--- config.mk ---
export PLATFORM = sky130hd
export DESIGN_NAME = pe_window_feeder
export DESIGN_NICKNAME = d
export VERILOG_FILES = /design/src/rtl/pe_window_feeder.sv
export SDC_FILE = /design/constraint.sdc
export NUM_CORES = 1
export LEC_CHECK = 0
export BUFFER_PORTS_ARGS = -buffer_cell sky130_fd_sc_hd__buf_4
export CAP_MARGIN = 40
export CORE_MARGIN = 3
export CORE_UTILIZATION = 46
export CTS_BUF_LIST = sky130_fd_sc_hd__clkbuf_8
export CTS_CLUSTER_DIAMETER = 40
export DETAILED_ROUTE_END_ITERATION = 8
export PLACE_DENSITY_LB_ADDON = 0.25
export SYNTH_ARGS = -nofsm -noshare
export SYNTH_HDL_FRONTEND = slang
export SYNTH_SLANG_ARGS = --single-unit
--- constraint.sdc ---
create_clock -name clk -period 5.05 [get_ports clk]
set_clock_uncertainty 0.1 [all_clocks]
set_input_delay 0.2525 -clock clk [delete_from_list [all_inputs] [get_ports clk]]
set_output_delay 0.2525 -clock clk [all_outputs]
set_load 0.1 [all_outputs]
--- src/rtl/pe_window_feeder.sv ---
// pe_window_feeder
//
// Sits in front of the 1-D convolution PE. It takes a serial stream of 2-bit
// activations and builds overlapping 5-element windows with a stride of 3.
// Consecutive windows share 2 elements, so the PE's 3 outputs per window cover
// the row with no gaps. The filter word is captured only while idle, so one
// filter is used for a whole row.
//
// Ports
//   clk        rising-edge clock
//   rst_n      synchronous, active-low reset
//   filt_in    filter taps {f2,f1,f0}, f0 at [1:0]
//   filt_load  capture filt_in (only honoured in IDLE)
//   act_in     activation element
//   act_valid  act_in is valid
//   act_ready  feeder accepts act_in this cycle (depends on state only)
//   win_out    window {e4,e3,e2,e1,e0}, e0 (oldest) at [1:0]
//   filt_out   registered filter word
//   win_valid  win_out is valid; held until win_ready
//   win_ready  downstream consumes the window
//   win_last   final window of the row
//   row_done   one-cycle pulse after the final window handshake
module pe_window_feeder #(
    parameter int NWIN = 3
) (
    input  logic       clk,
    input  logic       rst_n,
    input  logic [5:0] filt_in,
    input  logic       filt_load,
    input  logic [1:0] act_in,
    input  logic       act_valid,
    output logic       act_ready,
    output logic [9:0] win_out,
    output logic [5:0] filt_out,
    output logic       win_valid,
    input  logic       win_ready,
    output logic       win_last,
    output logic       row_done
);

    localparam int WW = (NWIN > 1) ? $clog2(NWIN) : 1;
    localparam logic [WW-1:0] WIDX_LAST = WW'(NWIN - 1);

    typedef enum logic [1:0] {
        IDLE = 2'd0,
        FILL = 2'd1,
        EMIT = 2'd2
    } state_t;

    state_t        state_reg, state_next;
    logic [2:0]    cnt_reg, cnt_next;
    logic [WW-1:0] widx_reg, widx_next;
    logic [5:0]    filt_reg, filt_next;
    logic          row_done_reg, row_done_next;
    logic [9:0]    win_reg, win_next;
    logic          act_fire;
    logic          shift_en;

    assign act_fire = act_valid && act_ready;

    // Slot update: an accepted element lands in slot cnt. When a window is
    // handed off mid-row, the two newest elements (e3,e4) become the two
    // oldest (e0,e1) of the next window; slots 2..4 are refilled from the
    // stream.
    for (genvar gi = 0; gi < 5; gi++) begin : g_slot
        if (gi < 2) begin : g_keep
            assign win_next[2*gi +: 2] =
                (act_fire && cnt_reg == 3'(gi)) ? act_in :
                shift_en                        ? win_reg[2*(gi+3) +: 2] :
                                                  win_reg[2*gi +: 2];
        end else begin : g_new
            assign win_next[2*gi +: 2] =
                (act_fire && cnt_reg == 3'(gi)) ? act_in : win_reg[2*gi +: 2];
        end
    end

    always_ff @(posedge clk) begin
        if (!rst_n) begin
            state_reg    <= IDLE;
            cnt_reg      <= '0;
            widx_reg     <= '0;
            filt_reg     <= '0;
            row_done_reg <= 1'b0;
            win_reg      <= '0;
        end else begin
            state_reg    <= state_next;
            cnt_reg      <= cnt_next;
            widx_reg     <= widx_next;
            filt_reg     <= filt_next;
            row_done_reg <= row_done_next;
            win_reg      <= win_next;
        end
    end

    always_comb begin
        state_next    = state_reg;
        cnt_next      = cnt_reg;
        widx_next     = widx_reg;
        filt_next     = filt_reg;
        row_done_next = 1'b0;
        act_ready     = 1'b0;
        win_valid     = 1'b0;
        shift_en      = 1'b0;
        case (state_reg)
            IDLE: begin
                act_ready = 1'b1;
                if (filt_load) begin
                    filt_next = filt_in;
                end
                if (act_valid) begin
                    cnt_next   = 3'd1;
                    state_next = FILL;
                end
            end
            FILL: begin
                act_ready = 1'b1;
                if (act_valid) begin
                    cnt_next = cnt_reg + 3'd1;
                    if (cnt_reg == 3'd4) begin
                        state_next = EMIT;
                    end
                end
            end
            EMIT: begin
                win_valid = 1'b1;
                if (win_ready) begin
                    if (widx_reg == WIDX_LAST) begin
                        cnt_next      = 3'd0;
                        widx_next     = '0;
                        row_done_next = 1'b1;
                        state_next    = IDLE;
                    end else begin
                        shift_en   = 1'b1;
                        cnt_next   = 3'd2;
                        widx_next  = widx_reg + WW'(1);
                        state_next = FILL;
                    end
                end
            end
            default: begin
                state_next = IDLE;
            end
        endcase
    end

    assign win_out  = win_reg;
    assign filt_out = filt_reg;
    assign win_last = win_valid && (widx_reg == WIDX_LAST);
    assign row_done = row_done_reg;

endmodule
==> flow_summary.ini <==
[run_status]
status = finished clean

[synthesis]
ys_types = 33
yosysTopAreaCell = dfxtp_1
synth-seq-cells = 24
netlist_area_um2 = 1240
synth_top_area_share = 0.388
synth_warnings = 0
synth_ff_type = dfxtp_1
ys_seq_area_frac = 0.388
ys_top_cells_by_area = dfxtp_1 (39%), ha_1 (11%), nand3_1 (6.5%), a21oi_1 (5.7%), nand2_1 (4.9%)
syn-num-nets = 164
synth_common_cells = dfxtp_1 (24), nand2_1 (16), nand3_1 (16)
synth_cells = 140
synth_edf_count = 0
yosysMostFrequentCell = dfxtp_1
avgSynthCellArea_um2 = 8.84
async_flop_share = 0

[setup_path]
start_kind = register
r2r-end = state_reg[0]
critPathArrivalTime_ns = 1.63
endpoint_kind = output port
r2r_slack_ns = 3.11
slowest_delay_ns = 0.42
required_ns = 4.70
crit_buf_inv = 2
startpoint = state_reg[0]
critPathKind = register to output port
cp_max_fo = 6
slowest_stage = dfxtp_1
critPathTopFamily = flip-flops
reg2reg_from = state_reg[0]
path_cells = inv_1 -> ha_1 -> or2_2 -> buf_4
r2r_cells = 5

[floorplan]
fp.dieH_um = 57.9
start_util = 0.491
dieArea_um2 = 3350
core_um2 = 2520
ios = 33
dieWidth_um = 57.9
rows = 18

[final_layout]
n_antenna_cell = 0
final_core_util = 0.613
fin_cells = 202
drive_gt1_frac = 0.238
area_growth_pct = 25.0
final_area_um2 = 1550
largest_register_ffs = 10
finalNetCount = 197

[placed_design]
placed_area_um2 = 1490
post-dp-hpwl_um = 2340
io_buffer_count = 32
place_congestion = 0.827
place_ws_ns = 3.14
place_inst = 198

[detailed_routing]
vias = 1161
drt_wl_total_um = 3010
viasPerCell = 5.75
drc = 0
drtIter0Drc = 31
drt-wirelength-per-cell_um = 14.9
drtPass1Iterations = 4
ant_nets = 0

[grt]
grt_pass1_wl_um = 5010
antenna_found_initial = 0
grt-ovfl-total = 0
grt_start_max_net_pins = 17
first_global_vias = 1134
grt_usage = 0.192

[clocking]
cts_hold_buf = 0
cts_tree = done
clk_pin_slew_worst_paths_ns = 0.08
clkSinkCount = 24
numCtsBuffers = 3
htree_levels = 1
post_cts_resized = 0
cts-root-buf = clkbuf_8
worstSkewPairLatency_ns = 0.27
cts_buffer_depth = 2
postCtsSetupBuffers = 0

[power_and_ir_drop]
vdd_drop_max_mv = 0.356
finalPower_uw = 861
power_density_nw_per_um2 = 557
total_leakage_power_nw = 0.656

[timing]
worst_slack_ns = 3.07
min_period_over_period = 0.392
fin_setup_tns_ns = 0
min_period_ns = 1.98
hold_violations = 0
worst_pin_slew_ns = 0.512
grt_setup_unrepaired = false
fmax_ghz = 0.505
relSlewSlack = 0.658
slew_viol_final = 0
setup_viol = 0
hold_ws_ns = 0.139

[worst_hold_path]
min_path_type = input pin to register
holdPathStages = 3
worstHoldStart = filt_in[5]
holdPathEnd = filt_out[5]

[job]
maxCapViolations = 0
[tightest hold or removal path, stage by stage]
cell	delay, ns
buf_4	0.10
nand3_1	0.05
a21oi_1	0.05
[logic make-up (layout without fill, tap and decap cells)]
| kind of cell | after synthesis | in the layout | synth area share |
|---|---|---|---|
| AND/OR/NAND/NOR | 48 | 48 | 0.199 |
| AO/OA/AOI/OAI | 40 | 40 | 0.217 |
| flip-flops | 24 | 24 | 0.388 |
| buffers and inverters | 12 | 44 | 0.0435 |
| adder cells (fa/ha/maj) | 11 | 11 | 0.111 |
| multiplexers | 5 | 5 | 0.0404 |
[layout make-up]
type / count / area, um^2
clock buffer: 4 / 55.1
inverter: 8 / 30.0
fill: 231 / 976
tap: 30 / 37.5
sequential: 24 / 480
multi-input combinational: 104 / 703
timing repair buffer: 32 / 240
[cell usage in the layout (no fill, tap or decap)]
cell type / synthesis / routed
nand2_1: 16 / 16
buf_4: 0 / 32
o41ai_1: 4 / 4
or3_4: 2 / 2
mux2i_1: 5 / 5
o31ai_1: 2 / 2
nand2b_1: 2 / 2
o311ai_1: 1 / 1
or3_1: 1 / 1
and2_1: 2 / 2
a21oi_1: 14 / 14
o21a_1: 1 / 1
dfxtp_1: 24 / 24
clkbuf_8: 0 / 4
o211ai_1: 1 / 1
nor2_1: 2 / 2
o41ai_2: 1 / 1
o21ba_4: 1 / 1
nor2b_1: 3 / 3
nand3b_1: 2 / 2
a31oi_1: 4 / 4
o21ai_0: 6 / 6
inv_1: 8 / 8
ha_1: 11 / 11
o2111ai_1: 1 / 1
or2_2: 1 / 1
a21boi_1: 1 / 1
nand3_1: 16 / 16
nor3_1: 1 / 1
o311ai_0: 1 / 1
o21ai_1: 1 / 1
a22oi_1: 1 / 1
[power by group]
group,internal (mW),switching (mW)
Sequential,0.222,0.0261
Clock,0.0696,0.0618
Combinational,0.130,0.352
Total,0.421,0.440
[metal layers]
metal / track usage / up-vias / share of wire
met5: 0 / - / 0
met4: 0.0894 / 0 / 0.022
met3: 0.0312 / 9 / 0.046
met2: 0.331 / 35 / 0.49
met1: 0.232 / 545 / 0.44
li1: - / 572 / -
[how the worst max path moves through the flow]
stage / cells past startpoint / endpoint
finish: 4 / act_ready
global route: 4 / act_ready
CTS: 4 / act_ready
detailed placement: 5 / state_reg[0]
global placement: 5 / state_reg[0]
floorplan: 3 / win_last
No activity file was read; power rests on OpenSTA's default activity.
